==> src/rtl/disp_pkg.sv <==
// Shared types and constants for the seven-segment display controller.
// Segment codes are active-low, bit order g..a.
package disp_pkg;

  typedef enum logic [1:0] {
    IDLE   = 2'd0,
    SHIFT  = 2'd1,
    COMMIT = 2'd2
  } conv_state_e;

  localparam logic [6:0] SEG_BLANK = 7'h7F;
  localparam logic [7:0] AN_OFF    = 8'hFF;

  function automatic logic [6:0] seg_decode(input logic [3:0] digit);
    logic [6:0] seg;
    case (digit)
      4'd0:    seg = 7'h40;
      4'd1:    seg = 7'h79;
      4'd2:    seg = 7'h24;
      4'd3:    seg = 7'h30;
      4'd4:    seg = 7'h19;
      4'd5:    seg = 7'h12;
      4'd6:    seg = 7'h02;
      4'd7:    seg = 7'h78;
      4'd8:    seg = 7'h00;
      4'd9:    seg = 7'h10;
      default: seg = SEG_BLANK;
    endcase
    return seg;
  endfunction

  // Shift-add-3 correction applied to every nibble before each shift.
  function automatic logic [19:0] bcd_adj3(input logic [19:0] bcd);
    logic [19:0] adj;
    adj = bcd;
    for (int i = 0; i < 5; i++) begin
      if (bcd[i*4 +: 4] >= 4'd5) adj[i*4 +: 4] = bcd[i*4 +: 4] + 4'd3;
    end
    return adj;
  endfunction

endpackage

==> src/rtl/bin2bcd_seq.sv <==
// Sequential 16-bit binary to 5-digit BCD converter, one bit per cycle.
// busy spans capture through commit (17 cycles); o_commit marks the cycle the result is final.
module bin2bcd_seq
  import disp_pkg::*;
(
  input  logic        clk,
  input  logic        rst,
  input  logic [15:0] i_value,
  input  logic        i_load,
  output logic        o_busy,
  output logic        o_done,
  output logic        o_commit,
  output logic [19:0] o_bcd
);

  conv_state_e r_state;
  conv_state_e w_state_nxt;
  logic [15:0] r_bin;
  logic [19:0] r_bcd;
  logic [3:0]  r_cnt;
  logic        r_done;
  logic [35:0] w_shift;

  assign w_shift = {bcd_adj3(r_bcd), r_bin} << 1;

  always_comb begin
    w_state_nxt = r_state;
    case (r_state)
      IDLE:    if (i_load) w_state_nxt = SHIFT;
      SHIFT:   if (r_cnt == 4'd15) w_state_nxt = COMMIT;
      COMMIT:  w_state_nxt = IDLE;
      default: w_state_nxt = IDLE;
    endcase
  end

  always_ff @(posedge clk) begin
    if (rst) begin
      r_state <= IDLE;
      r_bin   <= '0;
      r_bcd   <= '0;
      r_cnt   <= '0;
      r_done  <= 1'b0;
    end else begin
      r_state <= w_state_nxt;
      r_done  <= (r_state == COMMIT);
      case (r_state)
        IDLE: begin
          if (i_load) begin
            r_bin <= i_value;
            r_bcd <= '0;
            r_cnt <= '0;
          end
        end
        SHIFT: begin
          r_bcd <= w_shift[35:16];
          r_bin <= w_shift[15:0];
          r_cnt <= r_cnt + 4'd1;
        end
        default: ;
      endcase
    end
  end

  assign o_busy   = (r_state != IDLE);
  assign o_commit = (r_state == COMMIT);
  assign o_done   = r_done;
  assign o_bcd    = r_bcd;

endmodule

==> src/rtl/disp_ctrl.sv <==
// Multiplexed seven-segment display controller: sequential BCD conversion plus
// a registered anode/segment scanner with optional leading-zero blanking.
module disp_ctrl
  import disp_pkg::*;
#(
  parameter int SCAN_DIV = 50000,
  parameter int DIGITS   = 5,
  parameter int LZ_BLANK = 1
) (
  input  logic        clk,
  input  logic        rst,
  input  logic [15:0] value,
  input  logic        load,
  output logic        busy,
  output logic        done,
  output logic [6:0]  sseg,
  output logic [7:0]  an
);

  localparam int CW = (SCAN_DIV > 1) ? $clog2(SCAN_DIV) : 1;

  logic          w_commit;
  logic [19:0]   w_bcd;
  logic [19:0]   r_digits;
  logic [19:0]   w_digits_nxt;
  logic [31:0]   w_digits_ext;
  logic [CW-1:0] r_scan_cnt;
  logic          w_wrap;
  logic [2:0]    r_slot;
  logic [2:0]    w_slot_nxt;
  logic [2:0]    w_hi_idx;
  logic [3:0]    w_digit;
  logic          w_blank;
  logic [7:0]    w_an;
  logic [6:0]    w_sseg;
  logic [7:0]    r_an;
  logic [6:0]    r_sseg;

  bin2bcd_seq u_conv (
    .clk      (clk),
    .rst      (rst),
    .i_value  (value),
    .i_load   (load),
    .o_busy   (busy),
    .o_done   (done),
    .o_commit (w_commit),
    .o_bcd    (w_bcd)
  );

  // Decode from the post-commit digits so a commit on a wrap edge shows immediately.
  assign w_digits_nxt = w_commit ? w_bcd : r_digits;
  assign w_digits_ext = {12'h000, w_digits_nxt};

  assign w_wrap     = (r_scan_cnt == CW'(SCAN_DIV - 1));
  assign w_slot_nxt = (r_slot == 3'(DIGITS - 1)) ? 3'd0 : r_slot + 3'd1;

  always_comb begin
    w_hi_idx = '0;
    for (int i = 0; i < 5; i++) begin
      if (w_digits_nxt[i*4 +: 4] != 4'd0) w_hi_idx = 3'(i);
    end
  end

  assign w_digit = w_digits_ext[{r_slot, 2'b00} +: 4];
  assign w_blank = (LZ_BLANK != 0) && (r_slot > w_hi_idx);
  assign w_an    = w_blank ? AN_OFF : ~(8'd1 << r_slot);
  assign w_sseg  = w_blank ? SEG_BLANK : seg_decode(w_digit);

  always_ff @(posedge clk) begin
    if (rst) begin
      r_digits   <= '0;
      r_scan_cnt <= '0;
      r_slot     <= '0;
      r_an       <= AN_OFF;
      r_sseg     <= SEG_BLANK;
    end else begin
      r_digits   <= w_digits_nxt;
      r_scan_cnt <= w_wrap ? '0 : r_scan_cnt + CW'(1);
      if (w_wrap) begin
        r_an   <= w_an;
        r_sseg <= w_sseg;
        r_slot <= w_slot_nxt;
      end
    end
  end

  assign an   = r_an;
  assign sseg = r_sseg;

endmodule

==> config.mk <==
export PLATFORM = sky130hd
export DESIGN_NAME = disp_ctrl
export DESIGN_NICKNAME = d
export VERILOG_FILES = /design/src/rtl/disp_pkg.sv /design/src/rtl/bin2bcd_seq.sv /design/src/rtl/disp_ctrl.sv
export SDC_FILE = /design/constraint.sdc
export NUM_CORES = 1
export LEC_CHECK = 0
export CORE_MARGIN = 5
export CORE_UTILIZATION = 59
export CTS_CLUSTER_DIAMETER = 120
export DETAILED_ROUTE_END_ITERATION = 8
export PLACE_DENSITY = 0.89
export SLEW_MARGIN = 20
export SYNTH_ARGS = -nofsm -noshare
export SYNTH_HDL_FRONTEND = slang
export SYNTH_HIERARCHICAL = 1
export SYNTH_SLANG_ARGS = --single-unit
export TNS_END_PERCENT = 1
==> constraint.sdc <==
create_clock -name clk -period 3.85 [get_ports clk]
set_input_delay 0.5775 -clock clk [delete_from_list [all_inputs] [get_ports clk]]
set_output_delay 0.5775 -clock clk [all_outputs]
set_load 0.01 [all_outputs]
==> metrics.md <==
| Metric | Value |
|---|---|
| Crit Path Class | `reg -> reg` |
| # hold bufs at CTS | `0` |
| Clock Skews | `~12 ps` |
| Die width | `a little over 100 µm` |
| RSZ-0062 raised after global routing | `no` |
| Combinational power share | `a little under 7%` |
| Clk network pwr share | `around 37%` |
| Pwr/cell area | `about 340 nW/µm²` |
| DRC Markers | `0` |
| FF-to-FF path depth | `11` |
| Fin util | `around two thirds` |
| First-pass GRT wire length | `about 19 mm` |
| Site Rows | `33` |
| CP Launch Type | `flop` |
| Worst-path maximum fanout | `13` |
| Fraction of layout cells with a size suffix above 1 | `approximately 7.6%` |
| Antenna viol nets, final | `0` |
| Area leader, netlist | `dfxtp_1` |
| # fillers | `629` |
| Final setup viols | `0` |
| Chip Height | `101.2 µm` |
| IO Count | `36` |
| Total of cells resized after clock tree synthesis | `0` |
| Max-cap violations | `0` |
| F_max | `between 300 and 400 MHz` |
| Switch Pwr | `around 0.45 mW` |
| Worst-path clk slew | `roughly 100 ps` |
| IO Port Bufs | `35` |
| Final Critical Period | `between 3000 and 4000 ps` |
| HPWL Detailed | `7.839 mm` |
| Initial detailed-routing violation count | `252` |
| H-tree depth | `3` |
| Post-synth top area share | `39.61%` |
| Worst slew margin | `a little under two fifths` |
| Longest Clk Path Bufs | `2` |
| Status | `completed` |
| Area growth from synthesis to layout | `11.59%` |
| Crit path from | `u_conv/r_state[1]` |
| Final period util | `about four fifths` |
| Hold Path Class | `reg -> reg` |
| Crit end category | `flop` |
| Mapped Area | `roughly 4900 µm²` |
| Net Count, Synth | `594` |
| Clock sinks | `97` |
| Reg2reg setup slack | `about 810 ps` |
| Syn_area_per_cell | `8.929 µm²` |
| Post-CTS setup buffers | `0` |
| Yosys warnings | `6` |
| Worst-Margin Slew | `between 900 and 1000 ps` |
| Final setup TNS | `0 ps` |
| Die footprint | `slightly above 10000 µm²` |
| Multi-input gate area | `approximately 2700 µm²` |
| Internal power | `1.400 mW` |
| Ys async rst share | `0%` |
| Placed insts | `670` |
| Seq pwr share | `a little under three fifths` |
| Sequential cell area | `1942 µm²` |
| CTS tree | `done` |
| RR Startpoint | `u_conv/r_state[1]` |
| Via/cell ratio | `about 6.0` |
| Area contributors post-synth | `dfxtp_1 40%, nor2_1 8.2%, ha_1 6.6%` |
| Max VDD drop | `about 0.00023 V` |
| Total gr overflow | `0` |
| Synth unique cells | `~60` |
| Top_reg_cell synth | `dfxtp_1` |
| Antenna Diode Count | `0` |
| Gpl congestion | `0.8984` |
| Cells after Synth | `between 500 and 600` |
| Hold Fails Final Rpt | `0` |
| Hold slack | `455.0 ps` |
| Tot GR Track Use | `around 22%` |
| Inserted Clock Buffers | `9` |
| Slew Limit Fails | `0` |
| P_leak | `2.151 nW` |
| Hold path depth | `1` |
| Critical Path AT | `3290 ps` |
| Worst-Skew Late Latency | `360 ps` |
| Routed WL | `approximately 11 mm` |
| Core ar. | `8175 µm²` |
| CTS Root Cell | `clkbuf_8` |
| Hold wc startpoint | `r_scan_cnt[0]` |
| Register area share after synthesis | `a little under 40%` |
| Sw frac | `roughly 24%` |
| Yosys reg bits | `97` |
| Effective utilization at floorplan | `approximately 60%` |
| Number of synthesized flops with an enable pin | `0` |
| Vias in the first global route | `4153` |
| Via count | `4147` |
| Largest net degree at the start of global routing | `53` |
| CP required | `roughly 4100 ps` |
| Total power | `1.851 mW` |
| Initial antenna violation count | `0` |
| Nets | `approximately 620` |
| DRT Pass-1 Iters | `5` |
| Post-Layout Cell Count | `roughly 690` |
| Drt wl/cell | `approximately 16 µm` |
[layout make-up]
class                           count  share of cell area [%]
Clock buffer                       11                   2.585
Clock inverter                      5                   1.167
Inverter                           22                   1.510
Multi-Input combinational cell    404                   49.57
Sequential cell                    97                   35.50
Tap cell                          105                   2.402
Timing Repair Buffer               42                   7.274
[cells in the final DEF (no fill, tap or decap), drive strengths merged, types with 2 or more instances in the layout]
cell,Yosys,final
nor2,111,111
dfxtp,97,97
a21oi,39,39
clkdlybuf4s50,0,34
ha,26,26
mux2i,25,25
inv,22,23
nor3,19,19
nor2b,18,18
o21ai,17,17
nand3,15,15
a22o,15,15
xnor2,13,13
nand2,12,12
xor2,11,11
clkbuf,7,11
buf,19,8
and3,7,7
o22ai,7,7
nand2b,6,6
a211oi,5,5
nor4,5,5
a22oi,4,4
and4,4,4
a31oi,4,4
o211ai,4,4
or4,3,3
mux4,3,3
and2,3,3
or2,3,3
clkinv,0,3
o22a,2,2
nand4bb,2,2
nand4,2,2
o21a,2,2
nor3b,2,2
or4b,2,2
[worst paths after layout]
check,end
worst max-delay path,sseg[6]
worst min-delay path,r_scan_cnt[0]
worst max register to register,sseg[6]
worst min register to register,r_scan_cnt[0]
[state kept, by name (all words and copies together) (netlist names)]
register        flops
r_digits           20
r_scan_cnt         16
sseg                7
u_conv/o_bcd       20
r_slot              3
an                  8
u_conv/o_done       1
u_conv/r_bin       16
u_conv/r_cnt        4
u_conv/r_state      2
[power groups by stage]
stage	clock (mW)	combinational, mW	sequential [mW]
4_1_cts	0.696	0.127	1.03
2_1_floorplan	0	0.0918	1.05
3_3_place_gp	0	0.121	1.06
3_5_place_dp	0	0.126	1.06
6_report	0.689	0.128	1.03
5_1_grt	0.740	0.143	1.04
[metal layers]
| metal | wire [µm] | track usage (%) |
|---|---|---|
| met5 | 0 | 0 |
| met1 | 4548 | 27.35 |
| met4 | 152 | 6.748 |
| met3 | 539 | 5.647 |
| met2 | 5786 | 38.98 |
[synthesized netlist by cell type (all sizes together) (4+ instances only)]
master	number
nand3	15
nand2	12
o211ai	4
nor3	19
nor2	111
and4	4
inv	22
a31oi	4
a22o	15
buf	19
mux2i	25
and3	7
a211oi	5
o22ai	7
nand2b	6
a22oi	4
ha	26
xnor2	13
nor2b	18
o21ai	17
nor4	5
dfxtp	97
a21oi	39
xor2	11
clkbuf	7
[critical path, cell delays in order, from the launching register on]
cell	delay, ps
dfxtp_1	330
nor2b_2	120
buf_4	220
or4b_2	590
o22ai_1	190
nand2_1	80
nand2_1	70
ha_1	230
a211oi_1	400
o21ai_1	290
nor4_2	330
a211oi_1	80
[stage by stage]
| step | cell area (µm²) | setup WS [ps] |
|---|---|---|
| 6_report | 5470 | 805.1 |
| 2_1_floorplan | 4902 | 467.4 |
| 5_1_grt | 5470 | 641.6 |
| 3_5_place_dp | 5265 | 828.1 |
| 3_3_place_gp | 5265 | 925.9 |
| 4_1_cts | 5470 | 815.3 |
[logic make-up after synthesis]
| kind of cell | count (synthesis) | synth area share, % |
|---|---|---|
| AO/OA/AOI/OAI | 107 | 14.83 |
| XOR/XNOR | 24 | 4.288 |
| adder cells (fa/ha/maj) | 26 | 6.636 |
| buffers and inverters | 48 | 5.130 |
| flip-flops | 97 | 39.61 |
| multiplexers | 29 | 6.789 |
| AND/OR/NAND/NOR | 218 | 22.72 |
Power figures use the tool's default switching activity.
